$ cat config.mk
export PLATFORM = sky130hd
export DESIGN_NAME = uart_tx_serializer_flat
export DESIGN_NICKNAME = d
export VERILOG_FILES = /design/src/rtl/uart_tx_serializer_pkg.sv /design/src/rtl/uart_tx_serializer_if.sv /design/src/rtl/uart_tx_serializer_baud_counter.sv /design/src/rtl/uart_tx_serializer.sv /design/src/flat_wrapper.sv
export SDC_FILE = /design/constraint.sdc
export NUM_CORES = 1
export LEC_CHECK = 0
export CAP_MARGIN = 15
export CORE_ASPECT_RATIO = 1.5
export CORE_UTILIZATION = 53
export DETAILED_ROUTE_END_ITERATION = 12
export GPL_ROUTABILITY_DRIVEN = 0
export PLACE_DENSITY_LB_ADDON = 0.1
export SYNTH_ARGS = -nofsm -noshare
export SYNTH_HDL_FRONTEND = slang
export SYNTH_SLANG_ARGS = --single-unit
$ cat constraint.sdc
create_clock -name clock -period 2.59 [get_ports clock]
set_input_delay 0.518 -clock clock [delete_from_list [all_inputs] [get_ports clock]]
set_output_delay 0.518 -clock clock [all_outputs]
set_load 0.005 [all_outputs]
$ cat src/rtl/uart_tx_serializer_pkg.sv
// Shared UART definitions: transmit state encoding, parity type codes,
// counter widths and small helper functions used by the TX serializer.
package uart_pkg;

  // Clocks-per-bit field width; prescale values 0..63 (0 behaves as 1).
  localparam int PRESCALE_W = 6;
  // Bit counter width; holds 0..DATA_WIDTH with DATA_WIDTH up to 9.
  localparam int BIT_CNT_W  = 4;
  // Widest data word the serializer supports.
  localparam int MAX_DATA_W = 9;

  localparam logic PARITY_EVEN = 1'b0;
  localparam logic PARITY_ODD  = 1'b1;

  typedef enum logic [2:0] {
    IDLE   = 3'd0,
    START  = 3'd1,
    DATA   = 3'd2,
    PARITY = 3'd3,
    STOP   = 3'd4
  } tx_state_e;

  // Parity bit for a (zero-extended) data word: even -> XOR of bits, odd -> XNOR.
  function automatic logic parity_bit(input logic [MAX_DATA_W-1:0] data,
                                      input logic                  ptype);
    logic p;
    p = ^data;
    if (ptype == PARITY_ODD) begin
      return ~p;
    end else begin
      return p;
    end
  endfunction

  // A prescale of zero would stall the baud counter, so it is promoted to one.
  function automatic logic [PRESCALE_W-1:0] eff_prescale(input logic [PRESCALE_W-1:0] p);
    if (p == 6'd0) begin
      return 6'd1;
    end else begin
      return p;
    end
  endfunction

endpackage

$ cat src/rtl/uart_tx_serializer_if.sv
// Handshake and configuration bundle between a word producer and the UART
// transmit serializer. The producer drives the master side; the serializer
// uses the slave side and returns the serial line and busy flag.
interface uart_tx_serializer_if
  import uart_pkg::*;
#(
  parameter int DATA_WIDTH = 8
);

  logic [PRESCALE_W-1:0] prescale;
  logic                  parity_enable;
  logic                  parity_type;
  logic [DATA_WIDTH-1:0] data_in;
  logic                  data_valid;
  logic                  tx_out;
  logic                  busy;

  modport master (
    output prescale,
    output parity_enable,
    output parity_type,
    output data_in,
    output data_valid,
    input  tx_out,
    input  busy
  );

  modport slave (
    input  prescale,
    input  parity_enable,
    input  parity_type,
    input  data_in,
    input  data_valid,
    output tx_out,
    output busy
  );

endinterface

$ cat src/rtl/uart_tx_serializer_baud_counter.sv
// Bit timing for the UART transmitter. The edge counter runs 1..P while
// enabled and pulses o_bit_done on the last clock of each bit period; the bit
// counter advances on that pulse while i_count_bit is set. i_start preloads
// the edge counter so the very first frame clock already counts as edge 1.
module uart_tx_baud_counter
  import uart_pkg::*;
(
  input  logic                  clock,
  input  logic                  reset,
  input  logic                  i_start,
  input  logic                  i_enable,
  input  logic                  i_count_bit,
  input  logic [PRESCALE_W-1:0] i_prescale,
  output logic                  o_bit_done,
  output logic [BIT_CNT_W-1:0]  o_bit_cnt
);

  logic [PRESCALE_W-1:0] r_edge_cnt;
  logic [BIT_CNT_W-1:0]  r_bit_cnt;
  logic                  w_bit_done;

  assign w_bit_done = i_enable && (r_edge_cnt == i_prescale);
  assign o_bit_done = w_bit_done;
  assign o_bit_cnt  = r_bit_cnt;

  // Edge counter wraps P -> 1 each bit; bit counter steps on completed data bits.
  always_ff @(posedge clock or posedge reset) begin
    if (reset) begin
      r_edge_cnt <= 6'd0;
      r_bit_cnt  <= 4'd0;
    end else if (i_start) begin
      r_edge_cnt <= 6'd1;
      r_bit_cnt  <= 4'd0;
    end else if (i_enable) begin
      if (w_bit_done) begin
        r_edge_cnt <= 6'd1;
        if (i_count_bit) begin
          r_bit_cnt <= r_bit_cnt + 4'd1;
        end else begin
          r_bit_cnt <= r_bit_cnt;
        end
      end else begin
        r_edge_cnt <= r_edge_cnt + 6'd1;
        r_bit_cnt  <= r_bit_cnt;
      end
    end else begin
      r_edge_cnt <= 6'd0;
      r_bit_cnt  <= 4'd0;
    end
  end

endmodule

$ cat src/rtl/uart_tx_serializer.sv
// UART transmit serializer. Accepts a word on a valid/busy handshake and sends
// it LSB first: start bit, data bits, optional parity bit, one stop bit, each
// lasting P clocks (P = prescale latched at acceptance, 0 treated as 1).
// tx_out and busy are registered; the start bit appears on the clock right
// after the acceptance edge and busy falls on the last stop-bit clock edge.
// Build option: define UART_TX_PARITY_EN to build the parity state and honour
// parity_enable/parity_type; otherwise those inputs are ignored and every frame
// is start + data + stop.
module uart_tx_serializer
  import uart_pkg::*;
#(
  parameter int DATA_WIDTH = 8
)(
  input  logic                  clock,
  input  logic                  reset,
  uart_tx_serializer_if.slave   bus
);

  localparam logic [BIT_CNT_W-1:0] LAST_BIT = BIT_CNT_W'(DATA_WIDTH - 1);

  tx_state_e             r_state;
  tx_state_e             w_next_state;
  logic [DATA_WIDTH-1:0] r_shift;
  logic [DATA_WIDTH-1:0] w_shift_next;
  logic [PRESCALE_W-1:0] r_prescale;
  logic                  r_tx;
  logic                  w_tx_next;
  logic                  r_busy;
  logic                  w_accept;
  logic                  w_start;
  logic                  w_run;
  logic                  w_count_bit;
  logic                  w_bit_done;
  logic [BIT_CNT_W-1:0]  w_bit_cnt;

`ifdef UART_TX_PARITY_EN
  logic                  r_par_en;
  logic                  r_par_bit;
  logic [MAX_DATA_W-1:0] w_data_ext;

  assign w_data_ext = MAX_DATA_W'(bus.data_in);
`endif

  // A new word is only taken while the line is idle; requests during a frame are dropped.
  assign w_accept    = (r_state == IDLE) && bus.data_valid && !r_busy;
  assign w_run       = (r_state != IDLE);
  assign w_count_bit = (r_state == DATA);

  assign bus.tx_out  = r_tx;
  assign bus.busy    = r_busy;

  uart_tx_baud_counter u_baud (
    .clock       (clock),
    .reset       (reset),
    .i_start     (w_start),
    .i_enable    (w_run),
    .i_count_bit (w_count_bit),
    .i_prescale  (r_prescale),
    .o_bit_done  (w_bit_done),
    .o_bit_cnt   (w_bit_cnt)
  );

  // Next state, next shift contents and the line level for the following clock.
  always_comb begin
    w_next_state = r_state;
    w_shift_next = r_shift;
    w_tx_next    = 1'b1;
    w_start      = 1'b0;
    case (r_state)
      IDLE: begin
        if (w_accept) begin
          w_next_state = START;
          w_shift_next = bus.data_in;
          w_tx_next    = 1'b0;
          w_start      = 1'b1;
        end else begin
          w_tx_next    = 1'b1;
        end
      end
      START: begin
        if (w_bit_done) begin
          w_next_state = DATA;
          w_tx_next    = r_shift[0];
        end else begin
          w_tx_next    = 1'b0;
        end
      end
      DATA: begin
        if (w_bit_done) begin
          w_shift_next = r_shift >> 1;
          if (w_bit_cnt == LAST_BIT) begin
`ifdef UART_TX_PARITY_EN
            if (r_par_en) begin
              w_next_state = PARITY;
              w_tx_next    = r_par_bit;
            end else begin
              w_next_state = STOP;
              w_tx_next    = 1'b1;
            end
`else
            w_next_state = STOP;
            w_tx_next    = 1'b1;
`endif
          end else begin
            // Next data bit is the one that moves into position 0.
            w_tx_next    = r_shift[1];
          end
        end else begin
          w_tx_next    = r_shift[0];
        end
      end
`ifdef UART_TX_PARITY_EN
      PARITY: begin
        if (w_bit_done) begin
          w_next_state = STOP;
          w_tx_next    = 1'b1;
        end else begin
          w_tx_next    = r_par_bit;
        end
      end
`endif
      STOP: begin
        w_tx_next = 1'b1;
        if (w_bit_done) begin
          w_next_state = IDLE;
        end else begin
          w_next_state = STOP;
        end
      end
      default: begin
        w_next_state = IDLE;
        w_tx_next    = 1'b1;
      end
    endcase
  end

  // FSM state, serial line, busy flag and shift register.
  always_ff @(posedge clock or posedge reset) begin
    if (reset) begin
      r_state <= IDLE;
      r_tx    <= 1'b1;
      r_busy  <= 1'b0;
      r_shift <= '0;
    end else begin
      r_state <= w_next_state;
      r_tx    <= w_tx_next;
      r_busy  <= (w_next_state != IDLE);
      r_shift <= w_shift_next;
    end
  end

  // Frame settings captured at acceptance so mid-frame input changes are ignored.
  always_ff @(posedge clock or posedge reset) begin
    if (reset) begin
      r_prescale <= 6'd0;
    end else if (w_start) begin
      r_prescale <= eff_prescale(bus.prescale);
    end else begin
      r_prescale <= r_prescale;
    end
  end

`ifdef UART_TX_PARITY_EN
  // Parity enable and parity value of the accepted word, held for the whole frame.
  always_ff @(posedge clock or posedge reset) begin
    if (reset) begin
      r_par_en  <= 1'b0;
      r_par_bit <= 1'b0;
    end else if (w_start) begin
      r_par_en  <= bus.parity_enable;
      r_par_bit <= parity_bit(w_data_ext, bus.parity_type);
    end else begin
      r_par_en  <= r_par_en;
      r_par_bit <= r_par_bit;
    end
  end
`endif

endmodule
$ cat src/flat_wrapper.sv
// flat-port wrapper written by rule: the top's interface ports become plain ports
module uart_tx_serializer_flat import uart_pkg::*;
#(
  parameter int DATA_WIDTH = 8
)
  (clock, reset, bus_prescale, bus_parity_enable, bus_parity_type, bus_data_in, bus_data_valid, bus_tx_out, bus_busy);
  uart_tx_serializer_if #(.DATA_WIDTH(DATA_WIDTH)) bus_i ();
  input  logic clock;
  input  logic reset;
  input wire logic [$bits(bus_i.prescale)-1:0] bus_prescale;
  input wire logic [$bits(bus_i.parity_enable)-1:0] bus_parity_enable;
  input wire logic [$bits(bus_i.parity_type)-1:0] bus_parity_type;
  input wire logic [$bits(bus_i.data_in)-1:0] bus_data_in;
  input wire logic [$bits(bus_i.data_valid)-1:0] bus_data_valid;
  output wire logic [$bits(bus_i.tx_out)-1:0] bus_tx_out;
  output wire logic [$bits(bus_i.busy)-1:0] bus_busy;
  assign bus_i.prescale = bus_prescale;
  assign bus_i.parity_enable = bus_parity_enable;
  assign bus_i.parity_type = bus_parity_type;
  assign bus_i.data_in = bus_data_in;
  assign bus_i.data_valid = bus_data_valid;
  assign bus_tx_out = bus_i.tx_out;
  assign bus_busy = bus_i.busy;
  uart_tx_serializer #(.DATA_WIDTH(DATA_WIDTH)) u_core (.clock(clock), .reset(reset), .bus(bus_i));
endmodule
==> flow_summary.ini <==
[run_status]
status = complete, no violations

[worst_setup_path]
cp.required_ns = 2.75
timing.rr.start = u_core.u_baud.r_edge_cnt[4]
crit_type = reg -> reg
worstPathMaxFanout = 5
worst_setup_path_start_kind = register
endpoint_kind = register
cp.arrival_ns = 2.22
worstSetupStartpoint = u_core.u_baud.r_edge_cnt[4]

[final_layout]
areaGrowthSynthToFinish_pct = 21.3
final_util_pct = 67.2
diodes = 0
nNetsFinal = 184
post_route_cells_drive_above_1_share_pct = 18.3

[timing]
fmax_mhz = 486
slew_headroom_pct = 40.8
min_period_over_period_pct = 79.4
maxSlewViolCount = 0
setup_ws_ns = 0.534
clock_skew_ns = 0.00744
finalHoldViolations = 0
fin_tns_setup_ns = 0
fin_crit_ns = 2.06
setup_viol = 0
rsz0062_at_grt = no
worst_slew_pin_slew_ns = 0.880

[grt]
grt_pass1_wl_um = 5460
grt_max_degree = 17
grt_overflow = 0
grt_usage_pct = 26.1
grt_pass1_vias = 1226
antenna_found_initial = 0

[route]
drtPass1Iterations = 4
postRouteAntennaNets = 0
wire_per_inst_um = 15.8
viasPerCell = 5.97
routed_wl_um = 3170
num_vias = 1200
drt_iter0_drc = 70
drc_errors = 0

[cts]
clkTransAtPathRegs_ns = 0.06
cts.htree.levels = 2
cts.sinks = 29
post_cts_resized = 0
cts_tree = built
insertion_delay_ns = 0.28
cts_buffers = 5
hold_buffers = 0
ctsLongestPathBuffers = 2
cts_setup_buffers = 0
clock-root-buffer = clkbuf_8

[die]
die_y_um = 66.8
die_x_um = 45.2
start_util_pct = 55.4
core_area_um2 = 2680
num_io_pins = 21
die-area_um2 = 3020
rows = 23

[synth]
synthesis.nets = 161
yosysSeqAreaShare_pct = 49.0
async_reset_ff_share_pct = 100
synth-seq-cells = 29
synth_area_um2 = 1480
synth_warnings = 0
ys_types = 39
synth_edf_count = 0
avgSynthCellArea_um2 = 10.6
syn_inst = 140
synth_ff_type = dfrtp_1

[min_path]
hold_class = reg -> reg
worstHoldStart = u_core.r_prescale[0]

[power]
power.density_nw_per_um2 = 464
ir_worst_vdd_v = 0.000439
p_leak_nw = 0.788
power_uw = 835

[placed_design]
dpl_worst_slack_ns = 0.454
hpwlAfterDp_um = 2330
port_buffers = 18

[run]
maxCapViolCount = 0
[cell usage after synthesis (4+ instances only)]
cell,count,area share [%]
a21oi_1,4,1.4
clkbuf_1,5,1.3
dfrtp_1,28,47
inv_1,4,1.0
mux2_2,5,3.8
nand2_1,10,2.5
nand3_1,6,2.0
nor2_1,7,1.8
nor3_1,8,2.7
o221a_1,7,5.3
or2_2,8,3.4
xor2_1,8,4.7
[final timing paths]
check | to | slack (ns) | depth (start not counted)
worst max-delay path | u_core.r_state[2] | 0.53 | 4
worst min-delay path | u_core.r_prescale[0] | 0.52 | 2
worst max register to register | u_core.r_state[2] | 0.53 | 4
worst min register to register | u_core.r_prescale[0] | 0.52 | 2
max in group asynchronous | u_core.bus.tx_out | 1.36 | 3
min in group asynchronous | u_core.u_baud.r_edge_cnt[3] | 0.56 | 2
[final cells by class]
cell class | count | area (um^2)
multi-input combinational | 101 | 717
sequential | 29 | 727
inverter | 4 | 15.0
timing repair buffer | 22 | 210
clock inverter | 2 | 10.0
tap | 37 | 46.3
clock buffer | 6 | 72.6
fill | 226 | 878
[routing by layer]
metal	wire, um	share of wire, %	vias to the layer above	track usage, %
li1	-	-	565	-
met1	1250	39	574	27.9
met2	1670	53	47	43.8
met3	153	4.8	14	8.13
met4	95	3.0	0	14.8
met5	0	0	-	0
[cell families after synthesis]
group | synth area share [%]
and+or+nand+nor | 20.5
adders and majority gates | 1.69
buffers and inverters | 2.62
muxes | 3.80
DFF | 49.0
xor gates and xnor gates | 5.91
AOI/OAI and AO/OA | 16.5
[per-stage QoR]
stage / instances / hold WS [ns] / area (um^2)
final: 201 / 0.519 / 1800
after global routing: 201 / 0.548 / 1800
after CTS: 201 / 0.519 / 1800
after detailed placement: 193 / 0.507 / 1720
after global placement: 193 / 0.492 / 1720
after floorplan: 140 / 0.469 / 1480
[placed cells by master (no fill, tap or decap), drive strengths merged]
cell type,instances
a211oi,2
a21oi,4
a221o,1
a2bb2oi,1
a31o,1
a41o,2
a41oi,1
and3,3
and4,1
buf,4
clkbuf,6
clkdlybuf4s50,18
clkinv,2
dfrtp,28
dfstp,1
ha,2
inv,4
mux2,5
nand2,10
nand3,6
nand3b,1
nor2,8
nor2b,1
nor3,9
nor3b,1
nor4,3
o211ai,3
o21ai,3
o221a,7
o22ai,1
o311ai,1
o31ai,1
or2,9
or3,1
or3b,1
or4,2
xnor2,2
xor2,8
[registers in the layout, summed over array words and instances (netlist names)]
register and cells:
u_core.u_baud.r_edge_cnt 6, u_core.r_prescale 6, u_core.u_baud.o_bit_cnt 4, u_core.bus.tx_out 1
u_core.bus.busy 1, u_core.r_state 3, u_core.r_shift 8
[worst max-delay path, cell delays in order (launching register included)]
cell	delay [ns]
dfrtp_1	0.41
xor2_1	0.18
nor4_1	0.79
nand2_1	0.24
a41o_1	0.31
[where the power goes]
group          switching (mW)  internal [mW]  leakage, nW
Sequential                  0          0.453        0.377
Clock                   0.161          0.185       0.0450
Combinational          0.0125         0.0228        0.366
Total                   0.174          0.661        0.788
No activity file was read; power rests on OpenSTA's default activity.
